==> src/rtl/serial_sub_pkg.sv <==
// Shared definitions for the bit-serial subtractor: controller state encoding.
package serial_sub_pkg;

    localparam int STATE_W = 2;

    typedef enum logic [STATE_W-1:0] {
        ST_IDLE  = 2'b00,
        ST_SHIFT = 2'b01,
        ST_DONE  = 2'b10
    } state_t;

endpackage

==> src/rtl/full_subtractor.sv <==
// One-bit full subtractor cell: diff = a - b - bin, with borrow-out.
module full_subtractor (
    input  logic a,
    input  logic b,
    input  logic bin,
    output logic diff,
    output logic bout
);

    assign diff = a ^ b ^ bin;
    assign bout = (~a & b) | (~(a ^ b) & bin);

endmodule

==> src/rtl/serial_subtractor.sv <==
// Bit-serial N-bit subtractor (LSB first, one bit per clock) with a
// start/busy/done handshake; results update only when an operation completes.
module serial_subtractor
    import serial_sub_pkg::*;
#(
    parameter  int WIDTH = 8,
    localparam int CNT_W = $clog2(WIDTH)
) (
    input  logic             clk,
    input  logic             rst_n,
    input  logic             start,
    input  logic [WIDTH-1:0] a,
    input  logic [WIDTH-1:0] b,
    input  logic             bin,
    output logic             busy,
    output logic             done,
    output logic [WIDTH-1:0] diff,
    output logic             bout,
    output logic             ovf
);

    state_t           state;
    state_t           state_nxt;
    logic             load;
    logic             last;
    logic [WIDTH-1:0] a_sh;
    logic [WIDTH-1:0] b_sh;
    logic [WIDTH-2:0] d_sh;
    logic [WIDTH-1:0] d_cat;
    logic [CNT_W-1:0] cnt;
    logic             brw;
    logic             brw_nxt;
    logic             d;
    logic             a_msb;
    logic             b_msb;

    full_subtractor u_fs (
        .a    (a_sh[0]),
        .b    (b_sh[0]),
        .bin  (brw),
        .diff (d),
        .bout (brw_nxt)
    );

    assign last  = (cnt == CNT_W'(WIDTH - 1));
    // Only WIDTH-1 earlier bits need storing; the final bit joins them at completion.
    assign d_cat = {d, d_sh};

    // NOTE: every always_comb output gets a default first so no path infers a latch.
    always_comb begin
        state_nxt = state;
        load      = 1'b0;
        case (state)
            ST_IDLE: begin
                if (start) begin
                    load      = 1'b1;
                    state_nxt = ST_SHIFT;
                end
            end
            ST_SHIFT: begin
                if (last) state_nxt = ST_DONE;
            end
            ST_DONE: begin
                if (start) begin
                    load      = 1'b1;
                    state_nxt = ST_SHIFT;
                end else begin
                    state_nxt = ST_IDLE;
                end
            end
            default: state_nxt = ST_IDLE;
        endcase
    end

    // busy/done come straight from flops loaded with the next-state decode.
    // NOTE: sequential state uses non-blocking assignments so all flops update together.
    always_ff @(posedge clk or negedge rst_n) begin
        if (!rst_n) begin
            state <= ST_IDLE;
            busy  <= 1'b0;
            done  <= 1'b0;
        end else begin
            state <= state_nxt;
            busy  <= (state_nxt == ST_SHIFT);
            done  <= (state_nxt == ST_DONE);
        end
    end

    always_ff @(posedge clk or negedge rst_n) begin
        if (!rst_n) begin
            a_sh  <= '0;
            b_sh  <= '0;
            d_sh  <= '0;
            cnt   <= '0;
            brw   <= 1'b0;
            a_msb <= 1'b0;
            b_msb <= 1'b0;
            diff  <= '0;
            bout  <= 1'b0;
            ovf   <= 1'b0;
        end else if (load) begin
            a_sh  <= a;
            b_sh  <= b;
            brw   <= bin;
            a_msb <= a[WIDTH-1];
            b_msb <= b[WIDTH-1];
            cnt   <= '0;
        end else if (state == ST_SHIFT) begin
            a_sh <= a_sh >> 1;
            b_sh <= b_sh >> 1;
            brw  <= brw_nxt;
            d_sh <= d_cat[WIDTH-1:1];
            cnt  <= cnt + CNT_W'(1);
            if (last) begin
                diff <= d_cat;
                bout <= brw_nxt;
                ovf  <= (a_msb != b_msb) && (d != a_msb);
            end
        end
    end

endmodule

==> config.mk <==
export PLATFORM = sky130hd
export DESIGN_NAME = serial_subtractor
export DESIGN_NICKNAME = d
export VERILOG_FILES = /design/src/rtl/serial_sub_pkg.sv /design/src/rtl/full_subtractor.sv /design/src/rtl/serial_subtractor.sv
export SDC_FILE = /design/constraint.sdc
export NUM_CORES = 1
export LEC_CHECK = 0
export BUFFER_PORTS_ARGS = -buffer_cell sky130_fd_sc_hd__buf_2
export CORE_ASPECT_RATIO = 1.75
export CORE_UTILIZATION = 45
export DETAILED_ROUTE_END_ITERATION = 8
export PLACE_DENSITY = 0.72
export SLEW_MARGIN = 20
export SYNTH_ARGS = -nofsm -noshare
export SYNTH_HDL_FRONTEND = slang
export SYNTH_SLANG_ARGS = --single-unit
==> constraint.sdc <==
create_clock -name clk -period 1.9 [get_ports clk]
set_input_delay 0.57 -clock clk [delete_from_list [all_inputs] [get_ports clk]]
set_output_delay 0.57 -clock clk [all_outputs]
set_load 0.005 [all_outputs]
[After elaboration in Yosys (flattened, before gate mapping)]
Index checks and enable logic that the tools add are counted.
Storage, ports and cells
  output and inout port bits: 12
  register bits: 43
  input port bits: 20
  word-level logic and storage cells: 49
Cells by class
  $add $sub $neg: 1
  equal/unequal tests: 7
  bitwise operators: 8
  reduce and logical (&&, ||, !) cells: 6
  mux-type cells: 14
Operators with widths (count)
  $mux W8: 4
  $mux W3: 2
  $pmux W2 S3: 1
  $mux W1: 5
  $eq A2 B1 Y1 const B: 2
  $eq A2 B2 Y1 const B: 2
  $mux W2: 2
  $add A3 B1 Y3 const B: 1
  $eq A3 B3 Y1 const B: 1
  $not A1 Y1: 3
  $reduce_and A3 Y1: 1
  $and A1 B1 Y1: 2
  $logic_not A2 Y1: 1
  $ne A1 B1 Y1: 2
  $reduce_and A2 Y1: 1
  $reduce_bool A2 Y1: 1
  $reduce_or A2 Y1: 1
  $xor A1 B1 Y1: 2
  $logic_and A1 B1 Y1: 1
  $or A1 B1 Y1: 1

[Longest topological paths before layout]
Gate-level depths: netlist of run 1.
  depth after elaboration: 6
  mapped depth: 6
  depth with buffers taken out: 5

[Cells and area by module]
Synthesis of run 1 repeated with hierarchy kept, for this count alone.
Unflattened totals
  cell total of the unflattened synthesis: 171
  area total of the unflattened synthesis: 1781.7 µm²
Modules (own cells, without submodules)
  serial_subtractor: seq. area each 1076.0 µm², cells an instance 167, area an instance 1750.4 µm², instances 1
  full_subtractor: seq. area each 0.0 µm², cells an instance 4, area an instance 31.3 µm², instances 1

[Least setup slack after synthesis of run 1]
No wires, ideal clock.
  path kind: register to register
  start: register cnt[0]
  end: register diff[0]
  data arrival time: 1.428 ns
  required time: 1.775 ns
  stages on the path, launching flop included: 6
  path slack: 0.348 ns
  cell sequence: dfrtp_1 ha_1 ha_1 nand3b_2 buf_2 mux2_2
Between the ends
  cells in the longest elaborated chain, start to end: 2
RTL lines
  from (decl): line serial_subtractor.sv:30  | logic [CNT_W-1:0] cnt;
  from (signal assigned): line serial_subtractor.sv:113  | cnt <= cnt + CNT_W'(1);
  $eq A3 B3 Y1: line serial_subtractor.sv:45  | assign last = (cnt == CNT_W'(WIDTH - 1));
  $reduce_and A3 Y1 (no line)
  to (signal assigned): line serial_subtractor.sv:115  | diff <= d_cat;
  to (decl): line serial_subtractor.sv:17  | output logic [WIDTH-1:0] diff,
Every way passes these cells.
A chain may end at the register's enable or synchronous reset.

[Worst setup path after layout of run 1]
  start: register cnt[0]
  end: register diff[5]
Same word-level chain as after synthesis.

==> impl_results.md, run 1 <==
* Status: completed
* Worst EP required at 2.09 ns
* Power per cell area at 1768 nW/um^2
* CTS HTree Levels at 2
* First-pass GRT wire length at 6078 um
* Clk_lat worst skew at 0.30 ns
* Starting density of the core at 0.4814
* Lkg Pwr at 1.076 nW
* Overall routing resource usage at 0.1937
* RSZ-0062 raised after global routing: no
* Ant. Diodes at 0
* Via count at 1,276
* Synth area leaders: dfrtp_1 60%, nand2_1 11%, mux2_2 5.1%
* Ys flop type: dfrtp_1
* Peak VDD IR at 0.001111 V
* Synth-to-Final Area Change at 19.66%
* Avg Cell Area, Syn at 10.54 um^2
* Final slew viol count at 0
* Chip width at 49.57 um
* Final HPWL from detailed placement at 2458 um
* Nets@finish at 225
* Post-CTS sizing at 0
* TritonRoute pass-1 iters at 4
* Period utilisation layout at 0.8487
* Worst Setup Start Kind: flip-flop
* Final Hold Fails at 0
* Synth Warn # at 0
* Commonest cells in the netlist: 50 x nand2_1, 43 x dfrtp_1, 11 x nor2_1
* Multi-input gate area at 621.8 um^2
* Die Ht at 85.24 um
* Largest net degree at the start of global routing at 25
* Clk buf depth at 2
* Worst-path clk slew at 0.08 ns
* DRC Markers at 0
* CTS root buffer: clkbuf_8
* Layout cells sized above 1 at 0.2709
* Post-DRT Antenna Nets at 0
* Unique cell type count in the Yosys netlist at 27
* Gpl congestion at 0.8090
* Slew @ Worst Pin at 0.5686 ns
* Fmax at 620.1 MHz
* Number of synthesized register bits at 43
* DR iter-0 viols at 47
* EDFF count, synth at 0
* Tmin final at 1.613 ns
* # IOs at 32
* Worst hold slack at 0.2134 ns
* Critical Path Fanout Max at 14
* R2r setup slk at 0.29 ns
* Grt ovf at 0
* Port bufs at 31
* Dominant cell type by area after synthesis: dfrtp_1
* Initial antenna violation count at 0
* Synthesized instance count at 169
* CP Capture Type: flip-flop
* Final wirelength at 3463 um
* Total Power at 3.769 mW
* Hold-fix buffers, CTS at 0
* FFs w/ async S/R, synth at 1.000
* Vias in the first global route at 1,345
* CTS tree: done
* Core area at 3701 um^2
* Sequential share of the synthesized area at 0.6039
* Count leader, synth: nand2_1
* Flip-flop and latch area at 1076 um^2
* Reg2reg end: diff[5]
* Arr. time, crit path at 1.80 ns
* Vias per inst at 5.124
* Syn_nets at 192
* Final setup violation count at 0
* Cell Area, Synth at 1782 um^2
* FF-to-FF path depth at 4
* Number of max-cap violations at 0
* Postcts setup bufs at 0
* Die area at 4225 um^2
* FF-to-FF Start: cnt[0]
* Clock Skews at 0.002591 ns
* Post-synth top area share at 0.6039
* CTS buffer count at 5
* WL per Instance at 13.91 um
* Setup TNS at 0 ns
* Slew margin rel. at 0.6209
* CP Class: reg2reg
* Hold WC Path Type: in2async
* Row count at 29
* Fillers at 360
* Sinks on Clock Net at 43
[registers in the layout, indices dropped and copies added, names as in the netlist]
signal,flops
ovf,1
d_sh,7
a_msb,1
cnt,3
diff,8
b_sh,8
busy,1
state,2
bout,1
b_msb,1
brw,1
done,1
a_sh,8
[layout make-up]
cell class,count,share of cell area
flip-flops and latches,43,0.5047
clock inverters,3,0.03169
inverters,4,0.007042
well taps,46,0.02700
clock buffers,5,0.03228
repair buffers,37,0.1056
multi-input cells,111,0.2917
[worst max path at each step]
| stage | endpoint | slack, ns | cells past startpoint | from |
|---|---|---|---|---|
| CTS | diff[2] | 0.28 | 4 | cnt[0] |
| global route | diff[2] | 0.23 | 4 | cnt[0] |
| detailed placement | diff[5] | 0.30 | 4 | cnt[0] |
| finish | diff[5] | 0.29 | 4 | cnt[0] |
| global placement | diff[7] | 0.36 | 4 | cnt[0] |
| floorplan | diff[0] | 0.35 | 5 | cnt[0] |
[power breakdown]
part / internal, mW / total (mW) / leakage, nW / switching (mW)
clock network: 0.524 / 0.850 / 0.0644 / 0.326
registers: 1.34 / 1.59 / 0.531 / 0.245
logic: 0.621 / 1.33 / 0.481 / 0.710
[placed cells by master (no fill, tap or decap), types with 3 or more instances in the layout]
cell	Yosys	routed
a22o_1	4	4
a22oi_1	3	3
a31oi_1	9	9
buf_2	7	31
buf_4	1	4
clkbuf_8	0	5
dfrtp_1	43	43
inv_1	4	4
mux2_2	8	8
nand2_1	50	50
nand3_1	4	4
nor2_1	11	11
o21ai_0	4	4
[layer usage]
layer,wire length (um),global-route usage,vias up,share of wire
met5,0,0,-,0
met4,114,0.1169,0,0.033
met3,148,0.05018,9,0.043
met2,1751,0.3170,36,0.51
met1,1448,0.2225,605,0.42
li1,-,-,626,-
[worst max-delay path, stage by stage, from the launching register on]
cell and delay, ns:
dfrtp_1 0.41, ha_1 0.21, ha_1 0.22, nand3b_2 0.29
mux2_2 0.38
[logic make-up (layout without fill, tap and decap cells)]
| group | after synthesis | count (layout) | synth area share |
|---|---|---|---|
| simple gates | 75 | 75 | 0.1777 |
| flops | 43 | 43 | 0.6039 |
| compound gates | 25 | 25 | 0.09550 |
| buf+inv | 15 | 49 | 0.04704 |
| mux | 8 | 8 | 0.05056 |
| fa+ha+maj | 3 | 3 | 0.02528 |
[stage by stage]
stage,setup slack [ns],instance area (um^2),cells,utilization
3_3_place_gp,0.3631,1996,241,0.5392
6_report,0.2874,2132,249,0.5761
5_1_grt,0.2287,2132,249,0.5761
2_1_floorplan,0.3476,1782,169,-
3_5_place_dp,0.2997,1996,241,0.5392
4_1_cts,0.2836,2132,249,0.5761
No activity file was read; power rests on OpenSTA's default activity.
==> run 2: changes to the inputs <==
==> constraint.sdc (replaced) <==
create_clock -name clk -period 1.6 [get_ports clk]
set_input_delay 0.48 -clock clk [delete_from_list [all_inputs] [get_ports clk]]
set_output_delay 0.48 -clock clk [all_outputs]
set_load 0.005 [all_outputs]
==> run 2 against run 1 <==
- hold slack worse by 0.065 ns
- maximum frequency is 9.3% higher
- non-clock buffer count is 1 higher
- largest power group unchanged
==> impl_results.md, run 2 (same netlist as run 1, synthesis figures left out) <==
* Worst EP required at 1.79 ns (-0.30 ns)
* CTS buffer count at 5 (unchanged)
* # IOs at 32 (unchanged)
* Die Ht at 85.24 um (unchanged)
* Peak VDD IR at 0.001251 V (+13%)
* Vias per inst at 5.244 (+2.3%)
* Pre-CTS setup slack at 0.01789 ns (-0.2818 ns)
* Synth-to-Final Area Change at 18.82%
* RSZ-0062 raised after global routing: no
* CP Class: reg2reg
* Fillers at 347 (-3.6%)
* Regs by FF count: a_sh (8), b_sh (8), diff (8)
* Delay-heaviest family, CP: adder cells
* Arr. time, crit path at 1.66 ns (-0.14 ns)
* Lkg Pwr at 1.084 nW (+0.72%)
* Clock Skews at 0.007341 ns (+0.004751 ns)
* WP depth at 4 (unchanged)
* Setup TNS at 0 ns (unchanged)
* Chip width at 49.57 um (unchanged)
* Die area at 4225 um^2 (unchanged)
* Most frequent cells in the layout: 50 x nand2_1, 43 x dfrtp_1, 31 x buf_2
* Port bufs at 31 (unchanged)
* Slew margin rel. at 0.6124 (-0.008519)
* Hold WC Path Type: in2async
* Gpl congestion at 0.7490 (-7.4%)
* Worst-path clk slew at 0.08 ns (about the same)
* Fmax at 677.6 MHz (+9.3%)
* Grt ovf at 0 (unchanged)
* Final setup margin at 0.1242 ns (-0.1632 ns)
* CP Capture Type: flip-flop
* Slew @ Worst Pin at 0.5814 ns (+0.01278 ns)
* Tmin final at 1.476 ns (-0.1368 ns)
* Vias in the first global route at 1,265 (-5.9%)
* Via count at 1,311 (+2.7%)
* DR iter-0 viols at 23 (-51%)
* Sinks on Clock Net at 43 (unchanged)
* FF-to-FF path depth at 4 (unchanged)
* CTS tree: done
* Most common cell after layout, fill and taps aside: nand2_1
* Critical Path Fanout Max at 14 (unchanged)
* Placed insts at 242 (+0.41%)
* Overall routing resource usage at 0.1813 (-0.01231)
* Final Hold Fails at 0 (unchanged)
* Period utilisation layout at 0.9223 (+0.07362)
* Finished Core Util at 0.5720 (-0.004057)
* Final slew viol count at 0 (unchanged)
* First-pass GRT wire length at 5713 um (-6.0%)
* Worst Setup Start Kind: flip-flop
* Crit-path cells: ha_1 > ha_1 > nand3b_4 > mux2_2
* Max stage delay on crit path at 0.40 ns (about the same)
* CTS root buffer: clkbuf_8
* Placed cell areas at 1991 um^2 (-0.25%)
* Final design instance area without fill at 2117 um^2 (-0.70%)
* Core area at 3701 um^2 (unchanged)
* Starting density of the core at 0.4814 (unchanged)
* Clk_lat worst skew at 0.30 ns (about the same)
* Final HPWL from detailed placement at 2264 um (-7.9%)
* Final wirelength at 3294 um (-4.9%)
* Row count at 29 (unchanged)
* CTS HTree Levels at 2 (unchanged)
* Top cell by count, worst path: ha_1
* Final setup violation count at 0 (unchanged)
* Number of max-cap violations at 0 (unchanged)
* WL per Instance at 13.18 um (-5.3%)
* Nets@finish at 226 (+0.44%)
* Post-DRT Antenna Nets at 0 (unchanged)
* Largest net degree at the start of global routing at 44 (+76%)
* Crit path buffers/inverters at 0 (unchanged)
* Layout cells sized above 1 at 0.2745 (+0.003574)
* DRC Markers at 0 (unchanged)
* Initial antenna violation count at 0 (unchanged)
* Fin cells at 250 (+0.40%)
* Clk buf depth at 2 (unchanged)
* Status: completed
* Power per cell area at 2044 nW/um^2 (+16%)
* Ant. Diodes at 0 (unchanged)
* CP max stage cell: dfrtp_1
* TritonRoute pass-1 iters at 4 (unchanged)
-- run 2: worst reg2reg max path, stage by stage, from the launching register on --
cell and delay [ns]:
dfrtp_1 0.40, ha_1 0.20, ha_1 0.23, nand3b_4 0.18
mux2_2 0.36
-- run 2: final timing paths --
| path | startpoint | endpoint | slack [ns] |
|---|---|---|---|
| worst max-delay path | cnt[0] | diff[2] | 0.12 |
| worst min-delay path | rst_n | diff[1] | 0.15 |
| worst max register to register | cnt[0] | diff[2] | 0.12 |
| worst min register to register | d_sh[0] | d_sh[0] | 0.48 |
| max in group asynchronous | rst_n | a_sh[5] | 1.24 |
| min in group clk | b[7] | b_msb | 0.40 |
-- run 2: routing by layer --
layer,GRT usage,part of all wire
met3,0.04839,0.039
met4,0.08831,0.017
met2,0.3120,0.53
met5,0,0
met1,0.2024,0.42
-- run 2: area by class of cell --
type,instances,area [um^2],share of cell area
flip-flops and latches,43,1076,0.5083
multi-input cells,111,630.6,0.2979
repair buffers,38,220.2,0.1040
clock buffers,6,82.58,0.03901
well taps,46,57.56,0.02719
clock inverters,2,35.03,0.01655
inverters,4,15.01,0.007092
-- run 2: stage by stage --
stage	power (mW)	hold WS, ns
after floorplan	3.016	0.1844
after global placement	3.382	0.4595
after detailed placement	3.483	0.4664
after CTS	4.371	0.1556
after global routing	4.667	0.1618
final	4.327	0.1486
-- run 2: repair_timing --
item | in CTS | in global routing
resized for setup | 0 | 1
buffers inserted | 0 | 0
hold buffers | 0 | 0
endpoints found under the setup margin | 0 | 8
-- run 2: report_power, final --
part	internal [mW]	total (mW)	switching, mW
logic	0.741	1.58	0.838
clock network	0.505	0.869	0.364
registers	1.59	1.88	0.283
total	2.84	4.33	1.49
==> run 3: changes to the inputs <==
--- a/config.mk
+++ b/config.mk
@@ -7,9 +7,9 @@
 export LEC_CHECK = 0
 export BUFFER_PORTS_ARGS = -buffer_cell sky130_fd_sc_hd__buf_2
 export CORE_ASPECT_RATIO = 1.75
-export CORE_UTILIZATION = 45
+export CORE_UTILIZATION = 38
 export DETAILED_ROUTE_END_ITERATION = 8
-export PLACE_DENSITY = 0.72
+export PLACE_DENSITY = 0.63
 export SLEW_MARGIN = 20
 export SYNTH_ARGS = -nofsm -noshare
 export SYNTH_HDL_FRONTEND = slang
==> run 3 against run 2 <==
- clock power decreased by 13%
- total power shrank 2.2%
- clock skew about the same
- hold slack got worse by 0.0033 ns
- final area is the same
- register-to-register slack barely moved
- worst setup slack better by 0.0096 ns
- global-route usage fell by 1.6 points
- core utilization decreased by 9.6 points
- critical path type unchanged
- critical endpoint is now diff[4]
- largest cell class unchanged
==> impl_results.md, run 3 (same netlist as run 1, synthesis figures left out) <==
* CTS buffer count at 5 (unchanged)
* Layout cells sized above 1 at 0.2780 (+0.003539)
* Setup TNS at 0 ns (unchanged)
* Gpl congestion at 0.7034 (-6.1%)
* Starting density of the core at 0.4009 (-0.08051)
* Total Power at 4.231 mW (-2.2%)
* Sinks on Clock Net at 43 (unchanged)
* Worst EP required at 1.78 ns (about the same)
* CTS root buffer: clkbuf_8
* Row count at 32 (+10%)
* CTS tree: done
* Fmax at 682.1 MHz (+0.66%)
* Die area at 4977 um^2 (+18%)
* Final Hold Fails at 0 (unchanged)
* Worst-path clk slew at 0.08 ns (about the same)
* Most common cell after layout, fill and taps aside: nand2_1
* Nets@finish at 227 (+0.44%)
* First-pass GRT wire length at 5837 um (+2.2%)
* Synth-to-Final Area Change at 18.82% (unchanged)
* Max stage delay on crit path at 0.40 ns (about the same)
* R2r setup slk at 0.13 ns (about the same)
* Final setup violation count at 0 (unchanged)
* FF-to-FF path depth at 4 (unchanged)
* Arr. time, crit path at 1.65 ns (about the same)
* Final slew viol count at 0 (unchanged)
* Most frequent cells in the layout: 50 x nand2_1, 43 x dfrtp_1, 31 x buf_2
* CP max stage cell: dfrtp_1
* Finished Core Util at 0.4764 (-0.09566)
* WL per Instance at 13.43 um (+1.9%)
* Final HPWL from detailed placement at 2408 um (+6.4%)
* Ant. Diodes at 0 (unchanged)
* CP Class: reg2reg
* Status: completed
* Via count at 1,295 (-1.2%)
* Final setup margin at 0.1339 ns (+0.009610 ns)
* FF-to-FF Start: cnt[0]
* TritonRoute pass-1 iters at 4 (unchanged)
* CP Capture Type: flip-flop
* Fillers at 450 (+30%)
* DR iter-0 viols at 21 (-8.7%)
* Core area at 4444 um^2 (+20%)
* Largest net degree at the start of global routing at 44 (unchanged)
* Chip width at 53.76 um (+8.5%)
* CTS HTree Levels at 2 (unchanged)
* CP endpoint: diff[4]
* Slew margin rel. at 0.7702 (+0.1578)
* Slew @ Worst Pin at 0.3439 ns (-0.2374 ns)
* RSZ-0062 raised after global routing: no
* Period utilisation layout at 0.9163 (-0.006006)
* Tmin final at 1.466 ns (-0.009610 ns)
* Reg2reg end: diff[4]
* Grt ovf at 0 (unchanged)
* # IOs at 32 (unchanged)
* Hold-fix buffers, CTS at 0 (unchanged)
* Top cell by count, worst path: ha_1
* Critical Path Fanout Max at 10 (-4)
* Lkg Pwr at 1.077 nW (-0.60%)
* Postcts setup bufs at 0 (unchanged)
* Die Ht at 92.58 um (+8.6%)
* Clock Skews at 0.007673 ns (+0.0003311 ns)
* DRC Markers at 0 (unchanged)
* CP Launch Point: cnt[0]
* Clk_lat worst skew at 0.29 ns (about the same)
* Overall routing resource usage at 0.1655 (-0.01583)
* Crit-path cells: ha_1 > ha_1 > nand3b_4 > mux2_2
* Hold WC Path Type: in2async
* Port bufs at 31 (unchanged)
* Regs by FF count: a_sh (8), b_sh (8), diff (8)
* Peak VDD IR at 0.001026 V (-18%)
* Pre-CTS setup slack at 0.05402 ns (+0.03613 ns)
* Power per cell area at 1999 nW/um^2 (-2.2%)
* Final wirelength at 3437 um (+4.3%)
* Worst Setup Start Kind: flip-flop
* Clk buf depth at 2 (unchanged)
* Vias in the first global route at 1,298 (+2.6%)
* Initial antenna violation count at 0 (unchanged)
* Post-DRT Antenna Nets at 0 (unchanged)
* Vias per inst at 5.059 (-3.5%)
* Number of max-cap violations at 0 (unchanged)
-- run 3: cell count changes in the layout (fill, tap and decap cells not counted) --
cell        before  now
bufinv_16        1    0
clkinv_2         1    0
buf_4            6    7
clkbuf_8         6    7
clkinvlp_4       0    1
-- run 3: how the worst min path moves through the flow --
stage                          to  slack, ns  depth (start not counted)
after floorplan             a_msb       0.18                          0
after global placement    d_sh[0]       0.46                          2
after detailed placement  d_sh[0]       0.46                          2
after CTS                 a_sh[6]       0.15                          2
after global routing      a_sh[6]       0.15                          2
final                     a_sh[4]       0.15                          2
-- run 3: area by class of cell --
class | instances | area (um^2) | area share
flip-flops and latches | 43 | 1076 | 0.5083
multi-input cells | 111 | 630.6 | 0.2979
repair buffers | 39 | 227.7 | 0.1076
clock buffers | 7 | 96.34 | 0.04551
well taps | 51 | 63.81 | 0.03014
inverters | 4 | 15.01 | 0.007092
clock inverters | 1 | 7.507 | 0.003546
-- run 3: metrics by stage --
step | std cells | instance area (um^2) | hold slack (ns)
2_1_floorplan | 169 | 1782 | 0.1844
3_3_place_gp | 248 | 2004 | 0.4561
3_5_place_dp | 248 | 2004 | 0.4633
4_1_cts | 256 | 2108 | 0.1482
5_1_grt | 256 | 2117 | 0.1481
6_report | 256 | 2117 | 0.1453
-- run 3: critical path: cells and delay by family, from the launching register on --
| family | cells | cell delay [ns] |
|---|---|---|
| flip-flops | 1 | 0.40 |
| adder cells (fa/ha/maj) | 2 | 0.43 |
| AND/OR/NAND/NOR | 1 | 0.17 |
| multiplexers | 1 | 0.35 |
-- run 3: timing repair --
action                                  in CTS  in global routing
endpoints found under the hold margin        0                  0
resized for setup                            0                  1
endpoints found under the setup margin       0                  9
-- run 3: report_power, final --
group          switching, mW  total [mW]  internal (mW)
Combinational          0.834        1.59          0.751
Clock                  0.365       0.758          0.393
Sequential             0.293        1.89           1.60
Total                   1.49        4.23           2.74
-- run 3: metal layers --
layer | track usage | wire length [um]
met5 | 0 | 0
met4 | 0.08553 | 74
met3 | 0.03777 | 118
met2 | 0.2716 | 1811
met1 | 0.1916 | 1432
